## src/rtl/sr_reg_bank.sv

```systemverilog
// Bank of independent SR flip-flop channels with a parameterisable S=R=1
// resolution, per-channel conflict/race flags and a saturating conflict counter.
module sr_reg_bank #(
    parameter int WIDTH = 4,
    parameter int MODE  = 0,
    parameter int CNT_W = 4
) (
    input  logic             clk,
    input  logic             rst,
    input  logic             en,
    input  logic [WIDTH-1:0] s,
    input  logic [WIDTH-1:0] r,
    input  logic             clr_cnt,
    output logic [WIDTH-1:0] q,
    output logic [WIDTH-1:0] qb,
    output logic [WIDTH-1:0] conflict,
    output logic [WIDTH-1:0] race,
    output logic [CNT_W-1:0] conflict_cnt
);

    logic [WIDTH-1:0] q_r;
    logic [WIDTH-1:0] q_next;
    logic [WIDTH-1:0] last11;
    logic [WIDTH-1:0] conflict_r;
    logic [WIDTH-1:0] race_r;
    logic [CNT_W-1:0] cnt_r;
    logic [WIDTH-1:0] both;

    assign both = s & r;

    // Per-channel next state from the sampled set/reset pair
    always_comb begin
        q_next = q_r;
        for (int unsigned i = 0; i < WIDTH; i++) begin
            case ({s[i], r[i]})
                2'b10:   q_next[i] = 1'b1;
                2'b01:   q_next[i] = 1'b0;
                2'b11: begin
                    case (MODE)
                        1:       q_next[i] = 1'b1;
                        2:       q_next[i] = 1'b0;
                        3:       q_next[i] = ~q_r[i];
                        default: q_next[i] = q_r[i];
                    endcase
                end
                default: q_next[i] = q_r[i];
            endcase
        end
    end

    // Channel state, flags and last-11 history; history only advances on enabled cycles
    always_ff @(posedge clk) begin
        if (rst) begin
            q_r        <= '0;
            last11     <= '0;
            conflict_r <= '0;
            race_r     <= '0;
        end else if (en) begin
            q_r        <= q_next;
            last11     <= both;
            conflict_r <= both;
            race_r     <= last11 & ~s & ~r;
        end else begin
            conflict_r <= '0;
            race_r     <= '0;
        end
    end

    // Saturating conflict counter; clear wins over a same-cycle conflict
    always_ff @(posedge clk) begin
        if (rst || clr_cnt) begin
            cnt_r <= '0;
        end else if (en && (|both) && (cnt_r != '1)) begin
            cnt_r <= cnt_r + 1'b1;
        end
    end

    assign q            = q_r;
    assign qb           = ~q_r;
    assign conflict     = conflict_r;
    assign race         = race_r;
    assign conflict_cnt = cnt_r;

endmodule
```

## config.mk

```make
export PLATFORM = sky130hd
export DESIGN_NAME = sr_reg_bank
export DESIGN_NICKNAME = d
export VERILOG_FILES = /design/src/rtl/sr_reg_bank.sv
export SDC_FILE = /design/constraint.sdc
export NUM_CORES = 1
export LEC_CHECK = 0
export CAP_MARGIN = 20
export CORE_MARGIN = 1
export CORE_UTILIZATION = 35
export CTS_BUF_LIST = sky130_fd_sc_hd__clkbuf_4 sky130_fd_sc_hd__clkbuf_8
export DETAILED_ROUTE_END_ITERATION = 10
export MAX_ROUTING_LAYER = met4
export PLACE_DENSITY = 0.74
export SYNTH_ARGS = -nofsm -noshare
export SYNTH_HDL_FRONTEND = slang
export SYNTH_SLANG_ARGS = --single-unit
```

## constraint.sdc

```tcl
create_clock -name clk -period 1.9 [get_ports clk]
set_input_delay 0.38 -clock clk [delete_from_list [all_inputs] [get_ports clk]]
set_output_delay 0.38 -clock clk [all_outputs]
set_load 0.1 [all_outputs]
```

; ---- Word level (Yosys, flattened, before mapping)
; Index checks and enable logic that the tools add are counted.
[op_classes]
reduce_logical = 13
n_mux = 4
bitwise_logic = 7
add_sub_neg = 1
n_eq_ne = 9
[op_table]
columns = op, n
row1 = 4-bit AND, 3
row2 = 4-bit inverter, 3
row3 = "2-bit by 1-bit == test with 1-bit output, second input constant", 4
row4 = "2-bit == test, second input constant", 4
row5 = 1-bit case mux with 2 select lines, 4
row6 = 2-bit AND reduction, 4
row7 = 2-bit nonzero test, 4
row8 = "4-bit by 1-bit adder with 4-bit output, second input constant", 1
row9 = "4-bit != test, second input constant", 1
row10 = 4-bit OR reduction, 1
row11 = 1-bit logical AND, 2
row12 = 2-bit OR reduction, 1
row13 = 1-bit logical OR, 1
row14 = 1-bit inverter, 1
[totals]
register_bits = 20
output_inout_bits = 20

; ---- Longest topological paths before layout
[logic_depth]
word_depth = 4
mapped_depth = 5

; ---- Worst setup path after synthesis
; OpenSTA, ideal clock, no wires.
[synth_path]
path_type = register to output
start = reg q_r[0] (netlist: q[0])
end = out qb[0]
slack_ns = -0.113
t_required_ns = 1.520
arrival_ns = 1.633
n_path_buf = 0
stages_incl_launch_ff = 2
path_cell_list = dfxtp_1 > inv_1
[synth_between]
elab_chain_len = 1
[synth_rtl]
columns = item, line_no
row1 = start: declaration, 21  ; logic [WIDTH-1:0] q_r;
row2 = start signal: assignment, 59  ; q_r <= q_next;
row3 = 4-bit inverter, 79  ; assign qb = ~q_r;
row4 = end: declaration, 15  ; output logic [WIDTH-1:0] qb,
; Every way passes these cells.

; ---- Worst setup path after layout
[layout_path]
start = in s[3]
end = reg cnt_r[2] (netlist: conflict_cnt[2])
[layout_between]
elab_chain_len = 4
[layout_rtl]
columns = item, line_no
row1 = start: declaration, 11  ; input logic [WIDTH-1:0] s,
row2 = 4-bit AND, 29  ; assign both = s & r;
row3 = via both[3], 27  ; logic [WIDTH-1:0] both;
row4 = 4-bit OR reduction, 73  ; end else if (en && (|both) && (cnt_r != '1)) begin
row5 = 1-bit logical AND (2 in series), 73
row6 = end signal: assignment, 74  ; cnt_r <= cnt_r + 1'b1;
row7 = end: declaration, 26  ; logic [CNT_W-1:0] cnt_r;
; The timed path passes the listed nets, and every way through them passes these cells.
; A chain may end at the register's enable or synchronous reset.

==> results.yml <==
drt:
  drc: 0
  drtPass1Iterations: 4
  wl_per_cell_um: 11.62
  vias: 734
  drtIter0Drc: 4
  wl_mm: 1.824
  ant_nets: 0
  viasPerCell: 4.675
finish:
  n_fill_cell: 198
  final_common_cell: "buf_4"
  final_layout_size_suffix_gt1_share_pct: 34.88
  final_nets: 152
  num_antenna_cells: 0
  final_cell_mix: "19 x buf_4, 16 x dfxtp_1, 11 x clkdlybuf4s50_1, 11 x buf_12"
  area_delta_synth_final_pct: 61.33
  fin_cells: 157
cts:
  cts-buffers-inserted: 3
  clkLatencyLatePin_ns: 0.29
  cts_sinks: 20
  cts_resized: 0
  root_buffer: "clkbuf_4"
  cts_tree: "yes"
  cts_buffer_depth: 2
  clk_pin_slew_ns: 0.11
  cts_hold_buf: 0
  cts_setup_buffers: 0
  cts_max_level: 1
timing:
  slew_headroom_pct: 70.82
  worst_pin_slew_ns: 0.4362
  hold_viol_final: 0
  rsz0062_at_grt: "false"
  finalWorstSetupSlack_ns: 0.2024
  max_freq_mhz: 589.1
  finClkSkew_ns: 0.003419
  finalCriticalPeriod_ns: 1.698
  setup_viol: 0
  whs_ns: 0.4854
  slew_viol_final: 0
  min_period_over_period_pct: 89.35
placed_design:
  dp_slack_ns: -0.1153
  dp.cells: 154
  port_buffers: 31
  hpwl_mm: 1.460
  gp_congestion: 0.7424
power_and_ir_drop:
  finalPower_uw: 959.9
  cellLeakagePower_uw: 0.0006181
  intPower_uw: 630.5
  switching_share_pct: 34.32
  ir_worst_vdd_mv: 0.3285
  pwr-share-comb_pct: 33.2
  clockPowerShare_pct: 19.8
  pwr-share-seq_pct: 47.0
  p_switching_uw: 329.4
  pwr_density_cell_mw_per_mm2: 673.6
worst_setup_path:
  r2r_start: "conflict_cnt[0]$_SDFFE_PP0P_"
  cp-start-kind: "input port"
  cp-end-kind: "flop"
  worst_ep_required_time_ns: 2.08
  worstRegToRegCells: 4
  worstPathMaxFanout: 6
  worstSetupPathType: "input port to flop"
  r2r-end: "conflict_cnt[0]$_SDFFE_PP0P_"
  reg2reg_slack_ns: 0.41
  worst_ep_arrival_time_ns: 1.88
die:
  dieArea_mm2: 0.002729
  core_area_mm2: 0.002297
  die_height_um: 52.24
  rows: 17
  ioPinCount: 32
  initial_core_util_pct: 38.45
  die_w_um: 52.24
global_routing:
  grt_pass1_wl_mm: 2.891
  grt_remaining_overflow: 0
  first_global_vias: 661
  grt_use_total_pct: 15.11
  antenna_found_initial: 0
  grt_max_degree: 11
run_status:
  outcome: "completed"
yosys:
  ys_warn_count: 0
  ys_ff_latch: 20
  ys_seq_area_share_pct: 45.33
  syn_area_per_cell_um2: 10.15
  synth.cell_area_um2: 883.3
  netlist_instances: 87
  syn_nets: 108
  ys_types: 25
hold_path:
  min_from: "last11[2]$_SDFFE_PP0P_"
  min_path_cells: 1
  holdPathEnd: "race[2]$_SDFF_PP0_"
  hold_class: "flop to flop"
flow_run:
  max_cap_viol_count: 0
==> through the flow <==
stage	area [um2]	util (%)	TNS, ns
after global placement	1403	61.06	-0.05387
final	1425	62.04	0
after CTS	1425	62.04	0
after detailed placement	1403	61.06	-0.3687
after floorplan	903.4	-	0
after global routing	1425	62.04	0
==> registers in the layout (all words and copies together) (netlist names) <==
signal / flops
conflict_cnt: 4
conflict: 4
last11: 4
q: 4
race: 4
==> worst max-delay path: stages <==
cell and delay [ns]:
clkdlybuf4s50_1 0.43, ha_1 0.27, o41ai_4 0.52, o21bai_1 0.13, o311a_2 0.15
==> cell families (layout without fill, tap and decap cells) <==
| kind of cell | count (synthesis) | count (layout) | share of synthesized area, % |
|---|---|---|---|
| buffers and inverters | 11 | 53 | 4.815 |
| adders and majority gates | 9 | 9 | 12.75 |
| and+or+nand+nor | 32 | 32 | 20.40 |
| AOI/OAI and AO/OA | 10 | 10 | 11.05 |
| DFF | 20 | 20 | 45.33 |
| muxes | 5 | 5 | 5.666 |
==> power groups by stage <==
stage | clock network [uW] | registers, uW | logic [uW]
floorplan | 0 | 539 | 112
global placement | 0 | 461 | 314
detailed placement | 0 | 461 | 320
CTS | 199 | 452 | 321
global route | 216 | 454 | 332
finish | 190 | 451 | 318
==> layer usage <==
metal  up-vias  share of wire (%)  routed length [um]  GRT usage, %
met5         -                  0                   0             -
met4         0                1.3                  23         7.018
met3         4                6.0                 110         4.058
met2        25                 48                 874         25.43
met1       324                 45                 816         16.58
li1        381                  -                   -             -
==> worst max-delay path by stage <==
stage | startpoint | endpoint | slack [ns]
3_3_place_gp | s[3] | conflict_cnt[3]$_SDFFE_PP0P_ | -0.03
2_1_floorplan | conflict_cnt[0]$_SDFFE_PP0P_ | conflict_cnt[0]$_SDFFE_PP0P_ | 0.02
3_5_place_dp | s[3] | conflict_cnt[2]$_SDFFE_PP0P_ | -0.12
5_1_grt | s[0] | conflict_cnt[2]$_SDFFE_PP0P_ | 0.14
6_report | s[3] | conflict_cnt[2]$_SDFFE_PP0P_ | 0.20
4_1_cts | s[3] | conflict_cnt[2]$_SDFFE_PP0P_ | 0.19
==> final cells by class <==
type	instances	area, um2	area share, %
timing repair buffer	41	473.0	33.19
inverter	9	48.80	3.424
sequential	20	405.4	28.45
multi-input combinational	56	440.4	30.90
tap	28	35.03	2.458
clock buffer	3	22.52	1.580
==> cell usage after synthesis, drive strengths merged <==
cell type	number	area (um2)
o21ai	1	5.000
or4b	1	10.01
mux2i	5	50.05
o21bai	1	7.510
and3	1	6.260
o31a	1	8.760
nor2b	5	31.28
nor3	1	5.000
dfxtp	20	400.4
nand2	4	15.01
inv	9	33.78
o311a	1	11.26
and2	4	26.28
nor2	10	40.04
a211oi	4	30.03
ha	9	112.6
nand2b	1	6.260
nand3	1	5.000
clkbuf	1	3.750
o21a	1	7.510
buf	1	5.000
o41ai	1	27.53
nor4b	4	35.03
No activity file was read; power rests on OpenSTA's default activity.
